`config.mk`:
```
export PLATFORM = sky130hd
export DESIGN_NAME = axis_mux_pkt
export DESIGN_NICKNAME = d
export VERILOG_FILES = /design/src/rtl/axis_mux_pkg.sv /design/src/rtl/axis_skid_slice.sv /design/src/rtl/axis_mux_pkt.sv
export SDC_FILE = /design/constraint.sdc
export NUM_CORES = 1
export LEC_CHECK = 0
export CORE_AREA = 2 2 74 147
export DETAILED_ROUTE_END_ITERATION = 8
export DIE_AREA = 0 0 76 149
export HOLD_SLACK_MARGIN = 0.1
export PLACE_DENSITY = 0.77
export SLEW_MARGIN = 0
export SYNTH_ARGS = -nofsm -noshare
export SYNTH_HDL_FRONTEND = slang
export SYNTH_HIERARCHICAL = 1
export SYNTH_SLANG_ARGS = --single-unit
```
`constraint.sdc`:
```
create_clock -name aclk -period 3 [get_ports aclk]
set_input_delay 0.45 -clock aclk [delete_from_list [all_inputs] [get_ports aclk]]
set_output_delay 0.45 -clock aclk [all_outputs]
set_load 0.03 [all_outputs]
```
`src/rtl/axis_mux_pkg.sv`:
```
// Shared types and helpers for the packet-aware AXI-Stream multiplexer.
// The round-robin helper serves the AXIS_MUX_PKT_RR_ARB_EN build.
package axis_mux_pkg;

    localparam int MAX_CH = 16;

    typedef enum logic {
        IDLE,
        BUSY
    } mux_state_t;

    // Returns the first valid channel after 'last' (wrapping modulo n_ch);
    // bit 4 set means no channel is valid.
    function automatic logic [4:0] rr_next(input logic [MAX_CH-1:0] valid,
                                           input logic [3:0]        last,
                                           input int                n_ch);
        logic [4:0] grant;
        int         idx;
        grant = 5'(MAX_CH);
        // Walk from the farthest offset down so the nearest valid channel wins.
        for (int i = MAX_CH; i >= 1; i--) begin
            if (i <= n_ch) begin
                idx = int'(last) + i;
                if (idx >= n_ch) idx = idx - n_ch;
                if (valid[idx]) grant = 5'(idx);
            end
        end
        return grant;
    endfunction

endpackage

```
`src/rtl/axis_skid_slice.sv`:
```
// Two-entry AXI-Stream register slice carrying tdata+tlast at one beat/cycle;
// the upstream ready is a flop, so m_tready has no combinational path back.
module axis_skid_slice #(
    parameter int DATA_W = 32
) (
    input  logic              aclk,
    input  logic              aresetn,
    input  logic [DATA_W-1:0] s_tdata_i,
    input  logic              s_tlast_i,
    input  logic              s_tvalid_i,
    output logic              s_tready_o,
    output logic [DATA_W-1:0] m_tdata_o,
    output logic              m_tlast_o,
    output logic              m_tvalid_o,
    input  logic              m_tready_i
);

    logic [DATA_W:0] main_q, main_d, skid_q, skid_d;
    logic            main_vld_q, main_vld_d, skid_vld_q, skid_vld_d;
    logic            rdy_q;
    logic            pop, push;

    assign pop  = main_vld_q & m_tready_i;
    assign push = s_tvalid_i & rdy_q;

    always_comb begin
        // NOTE: every always_comb output gets a default first so no path can infer a latch.
        main_d     = main_q;
        main_vld_d = main_vld_q;
        skid_d     = skid_q;
        skid_vld_d = skid_vld_q;
        if (skid_vld_q) begin
            if (pop) begin
                main_d     = skid_q;
                skid_vld_d = 1'b0;
            end
        end else if (push) begin
            if (!main_vld_q || pop) begin
                main_d     = {s_tlast_i, s_tdata_i};
                main_vld_d = 1'b1;
            end else begin
                skid_d     = {s_tlast_i, s_tdata_i};
                skid_vld_d = 1'b1;
            end
        end else if (pop) begin
            main_vld_d = 1'b0;
        end
    end

    // NOTE: the data registers are reset too, so m_tdata/m_tlast read 0 out of reset.
    always_ff @(posedge aclk or negedge aresetn) begin
        if (!aresetn) begin
            main_q     <= '0;
            skid_q     <= '0;
            main_vld_q <= 1'b0;
            skid_vld_q <= 1'b0;
            rdy_q      <= 1'b0;
        end else begin
            main_q     <= main_d;
            skid_q     <= skid_d;
            main_vld_q <= main_vld_d;
            skid_vld_q <= skid_vld_d;
            rdy_q      <= ~skid_vld_d;
        end
    end

    assign s_tready_o = rdy_q;
    assign m_tvalid_o = main_vld_q;
    assign m_tlast_o  = main_q[DATA_W];
    assign m_tdata_o  = main_q[DATA_W-1:0];

endmodule

```
`src/rtl/axis_mux_pkt.sv`:
```
// N:1 AXI-Stream mux that only switches channel on packet boundaries.
// Define AXIS_MUX_PKT_RR_ARB_EN to replace Mux_Sel with round-robin arbitration.
module axis_mux_pkt
    import axis_mux_pkg::*;
#(
    parameter  int N_CH   = 4,
    parameter  int DATA_W = 32,
    localparam int SEL_W  = $clog2(N_CH)
) (
    input  logic                   aclk,
    input  logic                   aresetn,
    input  logic [SEL_W-1:0]       Mux_Sel,
    input  logic [N_CH*DATA_W-1:0] s_tdata,
    input  logic [N_CH-1:0]        s_tvalid,
    input  logic [N_CH-1:0]        s_tlast,
    output logic [N_CH-1:0]        s_tready,
    output logic [DATA_W-1:0]      m_tdata,
    output logic                   m_tvalid,
    output logic                   m_tlast,
    input  logic                   m_tready,
    output logic                   busy,
    output logic [SEL_W-1:0]       cur_sel
);

    mux_state_t        state_q, state_d;
    logic [SEL_W-1:0]  cur_sel_q, cur_sel_d;
    logic [SEL_W-1:0]  grant;
    logic              grant_vld;
    logic              slice_ready, sel_valid, sel_last, accept;
    logic [DATA_W-1:0] sel_data;

`ifdef AXIS_MUX_PKT_RR_ARB_EN
    logic [SEL_W-1:0] last_grant_q, last_grant_d;
    logic [4:0]       rr_grant;
    logic             unused_sel;

    assign unused_sel = ^Mux_Sel;
    assign rr_grant   = rr_next(MAX_CH'(s_tvalid), 4'(last_grant_q), N_CH);
`endif

    always_comb begin
        grant     = cur_sel_q;
        grant_vld = 1'b1;
        if (state_q == IDLE) begin
`ifdef AXIS_MUX_PKT_RR_ARB_EN
            grant     = rr_grant[SEL_W-1:0];
            grant_vld = ~rr_grant[4];
`else
            grant     = Mux_Sel;
            grant_vld = (32'(Mux_Sel) < N_CH);
`endif
        end
    end

    always_comb begin
        sel_data  = '0;
        sel_valid = 1'b0;
        sel_last  = 1'b0;
        s_tready  = '0;
        for (int k = 0; k < N_CH; k++) begin
            if (grant_vld && grant == SEL_W'(k)) begin
                sel_data    = s_tdata[k*DATA_W +: DATA_W];
                sel_valid   = s_tvalid[k];
                sel_last    = s_tlast[k];
                s_tready[k] = slice_ready;
            end
        end
    end

    assign accept = sel_valid & slice_ready;

    always_comb begin
        state_d   = state_q;
        cur_sel_d = cur_sel_q;
`ifdef AXIS_MUX_PKT_RR_ARB_EN
        last_grant_d = last_grant_q;
`endif
        case (state_q)
            IDLE: begin
                if (accept) begin
`ifdef AXIS_MUX_PKT_RR_ARB_EN
                    last_grant_d = grant;
`endif
                    // A single-beat packet leaves the channel lock untouched.
                    if (!sel_last) begin
                        state_d   = BUSY;
                        cur_sel_d = grant;
                    end
                end
            end
            BUSY: begin
                if (accept && sel_last) state_d = IDLE;
            end
            default: state_d = IDLE;
        endcase
    end

    always_ff @(posedge aclk or negedge aresetn) begin
        if (!aresetn) begin
            state_q   <= IDLE;
            cur_sel_q <= '0;
`ifdef AXIS_MUX_PKT_RR_ARB_EN
            last_grant_q <= SEL_W'(N_CH - 1);
`endif
        end else begin
            state_q   <= state_d;
            cur_sel_q <= cur_sel_d;
`ifdef AXIS_MUX_PKT_RR_ARB_EN
            last_grant_q <= last_grant_d;
`endif
        end
    end

    axis_skid_slice #(
        .DATA_W (DATA_W)
    ) u_slice (
        .aclk       (aclk),
        .aresetn    (aresetn),
        .s_tdata_i  (sel_data),
        .s_tlast_i  (sel_last),
        .s_tvalid_i (sel_valid),
        .s_tready_o (slice_ready),
        .m_tdata_o  (m_tdata),
        .m_tlast_o  (m_tlast),
        .m_tvalid_o (m_tvalid),
        .m_tready_i (m_tready)
    );

    assign busy    = (state_q == BUSY);
    assign cur_sel = cur_sel_q;

endmodule

```
== Word-level counts from Yosys, hierarchy flattened ==
Index checks and enable logic that the tools add are counted.

* Bitwise operators: 7
* Equality and inequality tests: 5
* Reductions and logical operators: 11
* Muxes and demuxes: 32

{| class="wikitable"
|+ Operators with widths
! operator !! number
|-
| $mux W33 || 4
|-
| $mux W32 || 4
|-
| $mux W1 || 22
|-
| $reduce_and A3 Y1 || 4
|-
| $reduce_bool A2 Y1 || 3
|-
| $not A1 Y1 || 5
|-
| $eq A2 B2 Y1 const B || 2
|-
| $and A1 B1 Y1 || 2
|-
| $eq A2 B1 Y1 const B || 1
|-
| $logic_not A2 Y1 || 1
|-
| $mux W2 || 1
|-
| $ne A2 B1 Y1 const B || 1
|-
| $ne A2 B2 Y1 const B || 1
|-
| $pmux W1 S2 || 1
|-
| $logic_and A1 B1 Y1 || 1
|-
| $logic_not A1 Y1 || 1
|-
| $logic_or A1 B1 Y1 || 1
|}

* Bits of input ports: 141
* Output and inout port bits: 41
* Register bits: 72
* Logic and storage cells: 62

== Longest topological paths before layout ==
Gate-level depths: netlist of the first run.

* Depth in word-level cells: 10
* Gate-level depth with buffers: 7
* Gate-level depth less buffers: 6

== Modules after synthesis ==
Netlist of the first run, hierarchy kept.

{| class="wikitable"
|+ By module, submodules not included
! module !! times used !! area an instance (um^2) !! cells each !! seq. area each (um^2)
|-
| axis_skid_slice || 1 || 2999.1 || 188 || 1726.7
|-
| axis_mux_pkt || 1 || 1024.7 || 62 || 75.1
|}

== Worst setup path after synthesis of the first run ==
Ideal clock, no wire load.

* Kind: flip-flop to flip-flop
* Start: reg (tool-made name)
* End: reg u_slice.main_q[21]
* Data required time: 2875 ps
* Path buffers: 2
* Setup slack: 463 ps
* Clock period less this slack: 2537 ps
* Setup time: 125 ps
* Arrival time: 2412 ps
* Cell stages (with the launch flop): 7
* Path through: dfrtp_1 -> mux2i_2 -> buf_6 -> buf_2 -> mux4_2 -> mux2_2 -> mux2_2

{| class="wikitable"
|+ RTL lines
! what !! RTL line !! text
|-
| to (signal assigned) || axis_skid_slice.sv:59 || <nowiki>main_q <= main_d;</nowiki>
|-
| to (decl) || axis_skid_slice.sv:18 || <nowiki>logic [DATA_W:0] main_q, main_d, skid_q, skid_d;</nowiki>
|}

==> flow_metrics.py, run 1 <==
metrics = {
    "placed_design": {
        "hpwl_mm": 7.44,
        "gp_congestion": 0.769,
        "port_buffers": 181,
        "place_inst": 564,
    },
    "synth": {
        "ys_ff_latch": 72,
        "syn_nets": 391,
        "syn_area_um2": 4020,
        "ys_seq_area_frac": 0.448,
        "yosys_warnings": 6,
        "synth_area_leaders": "dfrtp_1, mux2_2, mux4_2",
        "synth_area_leader_cell": "dfrtp_1",
        "avgSynthCellArea_um2": 16.1,
        "postSynthCellCount": 250,
        "ys_types": 24,
        "synth.top_cell.area_share": 0.448,
    },
    "layout": {
        "finalNonFillerCells": 580,
        "fillers": 809,
        "syn_to_final_growth_pct": 59.0,
        "nets": 579,
        "antenna_cells": 0,
        "register_area_um2": 1800,
        "layout_common_cells": "clkdlybuf4s50_1, mux2_2, dfrtp_1, mux4_2, buf_4",
        "drive_gt1_frac": 0.388,
        "final_common_cell": "clkdlybuf4s50_1",
        "multi_input_area_um2": 2110,
    },
    "sta": {
        "min_period_over_period": 0.936,
        "max-slew-margin-rel": 0.397,
        "rsz0062_at_grt": "false",
        "hold_violations": 0,
        "period_minus_slack_ns": 2.81,
        "clock_skew_ns": 0.00524,
        "finalMaxSlewViolations": 0,
        "worst_slew_pin_slew_ns": 0.904,
        "fmax_mhz": 356,
        "finalSetupTns_ns": 0,
        "finalSetupViolations": 0,
    },
    "clock_network": {
        "cts_tree": "built",
        "clk_path_buf_depth": 2,
        "cts-hold-fix-buffers": 0,
        "cts_resized": 0,
        "cts_setup_buffers": 0,
        "clock_latency_ns": 0.33,
        "clkSinkCount": 72,
        "clkSlewWorstSetupHoldPaths_ns": 0.06,
        "htreeDepth": 3,
        "cts_buffers": 9,
        "cts_root_buf": "clkbuf_16",
    },
    "worst_setup_path": {
        "required_ns": 2.55,
        "critPathLaunchType": "flop",
        "path_class": "flop to output port",
        "slowest_delay_ns": 0.67,
        "path_cells": "mux2i_4 -> buf_12 -> nand2_1 -> nor2_1 -> clkdlybuf4s50_1",
        "cp_max_fo": 14,
        "crit_arrival_ns": 2.36,
        "r2r_slack_ns": 0.45,
        "reg2reg_depth": 7,
        "cp.buffers_inverters": 2,
        "r2r_end": "u_slice/main_q[16]",
        "cpLargestDelayFamily": "buffers and inverters",
        "crit_slowest_cell": "clkdlybuf4s50_1",
        "endpoint_kind": "output port",
    },
    "detailed_routing": {
        "ant_nets": 0,
        "first_pass_iters": 4,
        "vias": 2977,
        "route.detailed.drc": 0,
        "routedWlPerCell_um": 16.9,
        "wl_mm": 9.78,
        "via_per_inst": 5.13,
        "drtIter0Drc": 95,
    },
    "grt": {
        "grt_pass1_vias": 3255,
        "grt_use_total": 0.189,
        "antenna_found_initial": 0,
        "grt-ovfl-total": 0,
        "grt_max_degree": 73,
        "grt_pass1_wl_mm": 16.8,
    },
    "die": {
        "die_w_um": 76,
        "ios": 182,
        "initial_utilization": 0.391,
        "die_y_um": 149,
        "coreArea_um2": 10300,
        "placementRows": 53,
        "dieArea_um2": 11300,
    },
    "job": {
        "maxCapViolations": 0,
    },
    "run_status": {
        "status": "complete, no violations",
    },
    "power_and_ir_drop": {
        "peakVddDrop_mv": 0.615,
        "p_per_area_nw_per_um2": 1100,
        "power.leakage_uw": 0.00255,
    },
    "min_path": {
        "hold_class": "input port to async pin",
    },
}
[cell usage after synthesis]
cell type and instances:
mux2_2 99, dfrtp_1 72, mux4_2 34, buf_2 5
buf_4 5, buf_6 4, nand2_1 4, clkbuf_1 3
mux2i_1 3, nor2_1 3, a31oi_1 2, inv_1 2
mux2_1 2, mux2i_2 2, a21o_1 1, a21oi_1 1
a22oi_2 1, and3_1 1, buf_1 1, nand3_2 1
nand3b_4 1, nor3b_1 1, nor3b_4 1, o21ai_0 1
[flip-flops by register name, summed over array words and instances, names as in the netlist, named ones only]
signal / cells
u_slice/main_q: 33
u_slice/s_tready_o: 1
u_slice/m_tvalid_o: 1
cur_sel: 2
u_slice/skid_q: 33
u_slice/skid_vld_q: 1
[worst reg2reg max path, cell delays in order, from the launching register on]
cell	delay, ns
dfrtp_1	0.53
mux2i_4	0.45
mux2i_1	0.15
mux2i_2	0.28
nand3b_4	0.14
a22oi_2	0.22
buf_4	0.28
mux2_2	0.39
[power breakdown]
group / internal, uW / switching [uW]
registers: 1480 / 326
logic: 2220 / 1730
clock network: 855 / 393
total: 4560 / 2450
[per-layer routing]
metal	routed length, um	global-route usage	part of all wire	vias to the layer above
li1	-	-	-	1351
met1	3940	0.233	0.40	1450
met2	4760	0.304	0.49	169
met3	956	0.0617	0.098	7
met4	125	0.0845	0.013	0
met5	0	0	0	-
[final cells by class]
type / count / area share
Inverter: 2 / 0.00117
Timing Repair Buffer: 195 / 0.305
Tap cell: 137 / 0.0268
Clock inverter: 5 / 0.0160
Clock buffer: 11 / 0.0395
Multi-Input combinational cell: 158 / 0.330
Sequential cell: 72 / 0.282
[how the worst max path moves through the flow]
| stage | end | depth (start not counted) |
|---|---|---|
| 2_1_floorplan | u_slice/main_q[21] | 6 |
| 3_3_place_gp | s_tready[2] | 6 |
| 3_5_place_dp | u_slice/skid_q[26] | 8 |
| 4_1_cts | s_tready[2] | 5 |
| 5_1_grt | s_tready[2] | 5 |
| 6_report | s_tready[2] | 5 |
[kinds of logic after synthesis]
kind of cell | after synthesis | share of synthesized area
muxes | 140 | 0.487
DFF | 72 | 0.448
buffers and inverters | 20 | 0.0323
AOI/OAI and AO/OA | 6 | 0.0106
and+or+nand+nor | 12 | 0.0221
[per-stage QoR]
stage,utilization,instance area [um2],total power [uW],hold slack (ns),setup slack (ns)
global placement,0.588,6040,5710,0.484,0.242
floorplan,-,4020,4480,0.154,0.463
global route,0.623,6400,7440,0.327,0.0999
finish,0.623,6400,7010,0.246,0.192
CTS,0.623,6400,7100,0.284,0.179
detailed placement,0.588,6040,5800,0.490,0.144
(Power assumes the default switching activity.)
==> run 2, diff against run 1 <==
--- a/config.mk
+++ b/config.mk
@@ -6,6 +6,7 @@
 export NUM_CORES = 1
 export LEC_CHECK = 0
 export CORE_AREA = 2 2 74 147
+export CTS_CLUSTER_DIAMETER = 200
 export DETAILED_ROUTE_END_ITERATION = 8
 export DIE_AREA = 0 0 76 149
 export HOLD_SLACK_MARGIN = 0.1
==> results of run 2 <==
No change in the layout: final DEF, timing and power equal those of run 1.
